--- src/rtl/mux_arb_pkg.sv ---
// ---------------------------------------------------------------------------
// mux_arb_pkg
// Shared definitions for the round-robin mux arbiter:
//   SEL_W    - width of the mux select
//   N_REQ    - number of requesters (2**SEL_W)
//   LAST_RST - reset value of the last-owner register, so the very first
//              scan after reset begins at requester 0
//   state_t  - arbiter FSM states
// ---------------------------------------------------------------------------
package mux_arb_pkg;

  localparam int SEL_W = 4;
  localparam int N_REQ = 2 ** SEL_W;

  localparam logic [SEL_W-1:0] LAST_RST = '1;

  typedef enum logic [1:0] {
    IDLE  = 2'd0,
    GRANT = 2'd1,
    GAP   = 2'd2
  } state_t;

endpackage

--- src/rtl/rr_pick.sv ---
// ---------------------------------------------------------------------------
// rr_pick
// Combinational round-robin pick: finds the first set request bit scanning
// upward from i_last+1, wrapping around, so the previous owner is the very
// last candidate considered.
// Ports:
//   i_req  [N_REQ-1:0] request lines
//   i_last [SEL_W-1:0] index of the previous owner
//   o_idx  [SEL_W-1:0] index of the winning requester (0 when none)
//   o_any              high when at least one request is set
// ---------------------------------------------------------------------------
module rr_pick
  import mux_arb_pkg::*;
(
  input  logic [N_REQ-1:0] i_req,
  input  logic [SEL_W-1:0] i_last,
  output logic [SEL_W-1:0] o_idx,
  output logic             o_any
);

  logic [SEL_W-1:0] w_pos;

  // Walk the candidates in priority order. The SEL_W-bit addition wraps
  // naturally modulo N_REQ, and the final step (offset N_REQ) lands back on
  // i_last itself, which lets a lone previous owner win again.
  always_comb begin
    o_idx = '0;
    o_any = 1'b0;
    w_pos = '0;
    for (int k = 1; k <= N_REQ; k++) begin
      w_pos = i_last + SEL_W'(k);
      if (!o_any && i_req[w_pos]) begin
        o_idx = w_pos;
        o_any = 1'b1;
      end
    end
  end

endmodule

--- src/rtl/mux_rr_arbiter.sv ---
// ---------------------------------------------------------------------------
// mux_rr_arbiter
// Round-robin arbiter sharing one 16:1 bit-select mux among 16 requesters.
// A grant is held until the owner pulses i_done or drops its request, then
// one GAP cycle with no grant separates consecutive owners so the mux output
// never changes while a grant is asserted.
//
// Optional feature (compile-time macro MUX_ARB_TIMEOUT_EN): a hold counter
// revokes a grant after HOLD_MAX cycles in GRANT and pulses o_timeout.
// Without the macro no counter exists and o_timeout is constant 0.
//
// Ports:
//   i_clk              clock, rising edge
//   i_rst              asynchronous active-high reset
//   i_req  [N_REQ-1:0] level-sensitive request lines
//   i_done             end-of-transfer pulse from the current owner
//   o_sel  [SEL_W-1:0] registered mux select (current or last owner)
//   o_grant[N_REQ-1:0] registered one-hot grant, zero when nobody owns
//   o_busy             high while in GRANT
//   o_timeout          one-cycle pulse when a grant is revoked by timeout
// ---------------------------------------------------------------------------
module mux_rr_arbiter
  import mux_arb_pkg::*;
#(
  parameter int SEL_W    = 4,
  parameter int HOLD_MAX = 8
) (
  input  logic                  i_clk,
  input  logic                  i_rst,
  input  logic [2**SEL_W-1:0]   i_req,
  input  logic                  i_done,
  output logic [SEL_W-1:0]      o_sel,
  output logic [2**SEL_W-1:0]   o_grant,
  output logic                  o_busy,
  output logic                  o_timeout
);

  localparam int N_REQ = 2 ** SEL_W;

  state_t             r_state;
  logic [SEL_W-1:0]   r_sel;
  logic [N_REQ-1:0]   r_grant;
  logic               r_busy;
  logic               r_timeout;
  logic [SEL_W-1:0]   r_last;

  logic [SEL_W-1:0]   w_idx;
  logic               w_any;
  logic               w_exit;

`ifdef MUX_ARB_TIMEOUT_EN
  localparam int HOLD_W = $clog2(HOLD_MAX + 1);
  logic [HOLD_W-1:0]  r_hold;
`endif

  rr_pick u_pick (
    .i_req  (i_req),
    .i_last (r_last),
    .o_idx  (w_idx),
    .o_any  (w_any)
  );

  // Normal release: owner signals completion or withdraws its request.
  // Both in the same cycle still count as a single exit.
  assign w_exit = i_done | ~i_req[r_sel];

  // Arbiter FSM with all outputs registered. Requests are only looked at in
  // IDLE, so anything arriving during GRANT or GAP waits for the next scan.
  // On any exit the owner index is remembered in r_last so the next scan
  // starts just above it.
  always_ff @(posedge i_clk or posedge i_rst) begin
    if (i_rst) begin
      r_state   <= IDLE;
      r_sel     <= '0;
      r_grant   <= '0;
      r_busy    <= 1'b0;
      r_timeout <= 1'b0;
      r_last    <= SEL_W'(LAST_RST);
`ifdef MUX_ARB_TIMEOUT_EN
      r_hold    <= '0;
`endif
    end else begin
      r_timeout <= 1'b0;
      case (r_state)
        IDLE: begin
          if (w_any) begin
            r_sel   <= w_idx;
            r_grant <= N_REQ'(1) << w_idx;
            r_busy  <= 1'b1;
            r_state <= GRANT;
`ifdef MUX_ARB_TIMEOUT_EN
            r_hold  <= '0;
`endif
          end else begin
            r_grant <= '0;
            r_busy  <= 1'b0;
          end
        end
        GRANT: begin
          if (w_exit) begin
            r_grant <= '0;
            r_busy  <= 1'b0;
            r_last  <= r_sel;
            r_state <= GAP;
`ifdef MUX_ARB_TIMEOUT_EN
          end else if (r_hold == HOLD_W'(HOLD_MAX - 1)) begin
            r_grant   <= '0;
            r_busy    <= 1'b0;
            r_last    <= r_sel;
            r_timeout <= 1'b1;
            r_state   <= GAP;
          end else begin
            r_hold <= r_hold + 1'b1;
`endif
          end
        end
        GAP: begin
          r_state <= IDLE;
        end
        default: begin
          r_state <= IDLE;
        end
      endcase
    end
  end

  assign o_sel     = r_sel;
  assign o_grant   = r_grant;
  assign o_busy    = r_busy;
  assign o_timeout = r_timeout;

endmodule

--- config.mk ---
export PLATFORM = sky130hd
export DESIGN_NAME = mux_rr_arbiter
export DESIGN_NICKNAME = d
export VERILOG_FILES = /design/src/rtl/mux_arb_pkg.sv /design/src/rtl/rr_pick.sv /design/src/rtl/mux_rr_arbiter.sv
export SDC_FILE = /design/constraint.sdc
export NUM_CORES = 1
export LEC_CHECK = 0
export CORE_MARGIN = 2
export CORE_UTILIZATION = 45
export DETAILED_ROUTE_END_ITERATION = 8
export PLACE_DENSITY = 0.64
export SLEW_MARGIN = 40
export SYNTH_ARGS = -nofsm -noshare
export SYNTH_HDL_FRONTEND = slang
export SYNTH_SLANG_ARGS = --single-unit
--- constraint.sdc ---
create_clock -name i_clk -period 5.7 [get_ports i_clk]
set_input_delay 0.855 -clock i_clk [delete_from_list [all_inputs] [get_ports i_clk]]
set_output_delay 0.855 -clock i_clk [all_outputs]
set_load 0.01 [all_outputs]
==> flow_summary.toml <==
[outcome]
status = "finished clean"

[sta]
setup_tns_ns = 0
finalSetupViolCount = 0
rsz0062_at_grt = "false"
clock.fmax_mhz = 225
hold_ws_ns = 0.488
fin_crit_sh = 0.780
fin_skew_ns = 0.00882
tightest_slew_ns = 0.851
slew-limit-headroom = 0.428
finalCriticalPeriod_ns = 4.44
fin_ws_ns = 1.26
hold_violations = 0
slew_viol_final = 0

[clock_network]
clk_pin_slew_worst_paths_ns = 0.10
numCtsBuffers = 3
cts_hold_buffers = 0
clock_path_buffers = 2
insertion_delay_ns = 0.28
cts_tree = "built"
cts_resized = 0
cts-root-buf = "clkbuf_8"
postCtsSetupRepairBufs = 0
clock-sinks = 27
htreeDepth = 1

[critical_path]
crit_path_start_kind = "flip-flop"
rrSetupSlack_ns = 1.26
required_ns = 5.88
worst-setup-path-type = "flip-flop to flip-flop"
critPathMaxFanout = 20
cp_data_arrival_time_ns = 4.62
end_kind = "flip-flop"
r2r_cells = 10

[cells_and_area]
syn2layout_area_growth_pct = 11.3
mostFrequentLayoutCell = "nand2_1"
antenna_cells = 0
mostFrequentLayoutCells = "48 x nand2_1, 39 x clkdlybuf4s50_1, 33 x mux4_2, 28 x mux2i_1, 23 x dfrtp_1"
drive_gt1_frac = 0.254
nNetsFinal = 434

[global_routing]
grtUsageTotal = 0.249
antenna_found_initial = 0
first_global_vias = 3503
grt_max_degree = 30
grt_pass1_wl_um = 19300
grt_remaining_overflow = 0

[floorplan]
die_h_um = 97.4
die_area_um2 = 9490
pin_count = 41
initial_core_util = 0.457
core_region_area_um2 = 8590
rows = 34
die_x_um = 97.4

[routing]
wl_met3_um = 977
route.detailed.drc = 0
vias = 3529
initialDrtViolationCount = 285
via_per_inst = 6.87
wl_per_cell_um = 23.0
dr_wl_met2_um = 5520
top_layer_used = "met4"
finalWirelength_um = 11800
drt_pre_antenna_iters = 5
ant_nets = 0
m1WireLength_um = 5080

[logic_synthesis]
yosys_register_bits = 27
ys_warn_count = 0
synth_edf_count = 0
async_flop_share = 1.00
ys.flop_type = "dfrtp_1"
ys_seq_area_frac = 0.173
avgSynthCellArea_um2 = 10.2
synthCells = 384
ys_types = 79
synth_fp_nets = 411
synth_area_um2 = 3930

[place]
hpwlAfterDp_um = 8830
dp_slack_ns = 1.09
gp_congestion = 0.910
port_buffers = 39

[run]
max_cap_viol_count = 0

[min_path]
hold_depth = 2
min-delay-path-class = "flip-flop to flip-flop"
## synthesized netlist by cell type, drive strengths merged, types with 7 or more instances
master / count / share of area
ha: 8 / 0.026
and3: 8 / 0.013
buf: 18 / 0.036
nor2: 19 / 0.018
nand2: 48 / 0.046
o41ai: 16 / 0.062
o211ai: 8 / 0.017
dfrtp: 23 / 0.15
nand3: 9 / 0.013
clkbuf: 7 / 0.0067
inv: 10 / 0.010
mux2i: 32 / 0.088
mux4: 33 / 0.19
mux2: 19 / 0.056
a21oi: 16 / 0.021
o21ai: 16 / 0.021
## metal layers
| metal | up-vias | global-route usage |
|---|---|---|
| li1 | 1577 | - |
| met1 | 1753 | 0.364 |
| met2 | 181 | 0.391 |
| met3 | 18 | 0.0338 |
| met4 | 0 | 0.0641 |
| met5 | - | 0 |
## sequential cells by signal, summed over array words and instances, names as in the netlist
register / flops
r_last: 4
o_busy: 1
o_sel: 4
o_grant: 16
r_state: 2
## logic make-up (layout without fill, tap and decap cells)
family / after synthesis / count (layout) / share of synthesized area
AO/OA/AOI/OAI: 109 / 109 / 0.244
multiplexers: 84 / 84 / 0.333
flip-flops: 27 / 27 / 0.173
buffers and inverters: 35 / 57 / 0.0526
XOR/XNOR: 10 / 10 / 0.0261
adder cells (fa/ha/maj): 8 / 8 / 0.0255
other: 1 / 1 / 0.000955
AND/OR/NAND/NOR: 110 / 110 / 0.144
## area by class of cell
cell class | count | area [µm²]
fill | 825 | 4220
multi-input combinational | 322 | 3050
sequential | 27 | 681
timing repair buffer | 43 | 420
tap | 108 | 135
clock buffer | 3 | 41.3
inverter | 10 | 40.0
clock inverter | 1 | 7.51
## path summary, 6_finish.rpt
path                                          endpoint             startpoint
worst min register to register      o_busy$_DFFE_PP0P_     o_busy$_DFFE_PP0P_
min in group asynchronous         o_sel[1]$_DFFE_PP0P_                  i_rst
worst min-delay path                o_busy$_DFFE_PP0P_     o_busy$_DFFE_PP0P_
worst max register to register  o_grant[3]$_DFFE_PP0P_  r_last[2]$_DFFE_PP1P_
worst max-delay path            o_grant[3]$_DFFE_PP0P_  r_last[2]$_DFFE_PP1P_
max in group asynchronous        r_last[1]$_DFFE_PP1P_                  i_rst
## worst max-delay path: stages (launching register included)
cell and delay [ns]:
dfstp_2 0.85, inv_1 0.30, ha_1 0.31, xnor2_1 0.43, mux2_2 0.42, mux2i_2 0.37, nand2_1 0.17, a2111oi_1 0.62
a2111oi_4 0.10, o21a_1 0.38, o41ai_2 0.38
## metrics by stage
stage	cell area, µm²	utilization	std cells
after floorplan	3930	-	384
after global placement	4310	0.502	510
after detailed placement	4310	0.502	510
after CTS	4360	0.508	514
after global routing	4370	0.509	514
final	4370	0.509	514
Power is not shown: default switching activity piles up to over one toggle a cycle in this logic, so the estimate is an artifact.
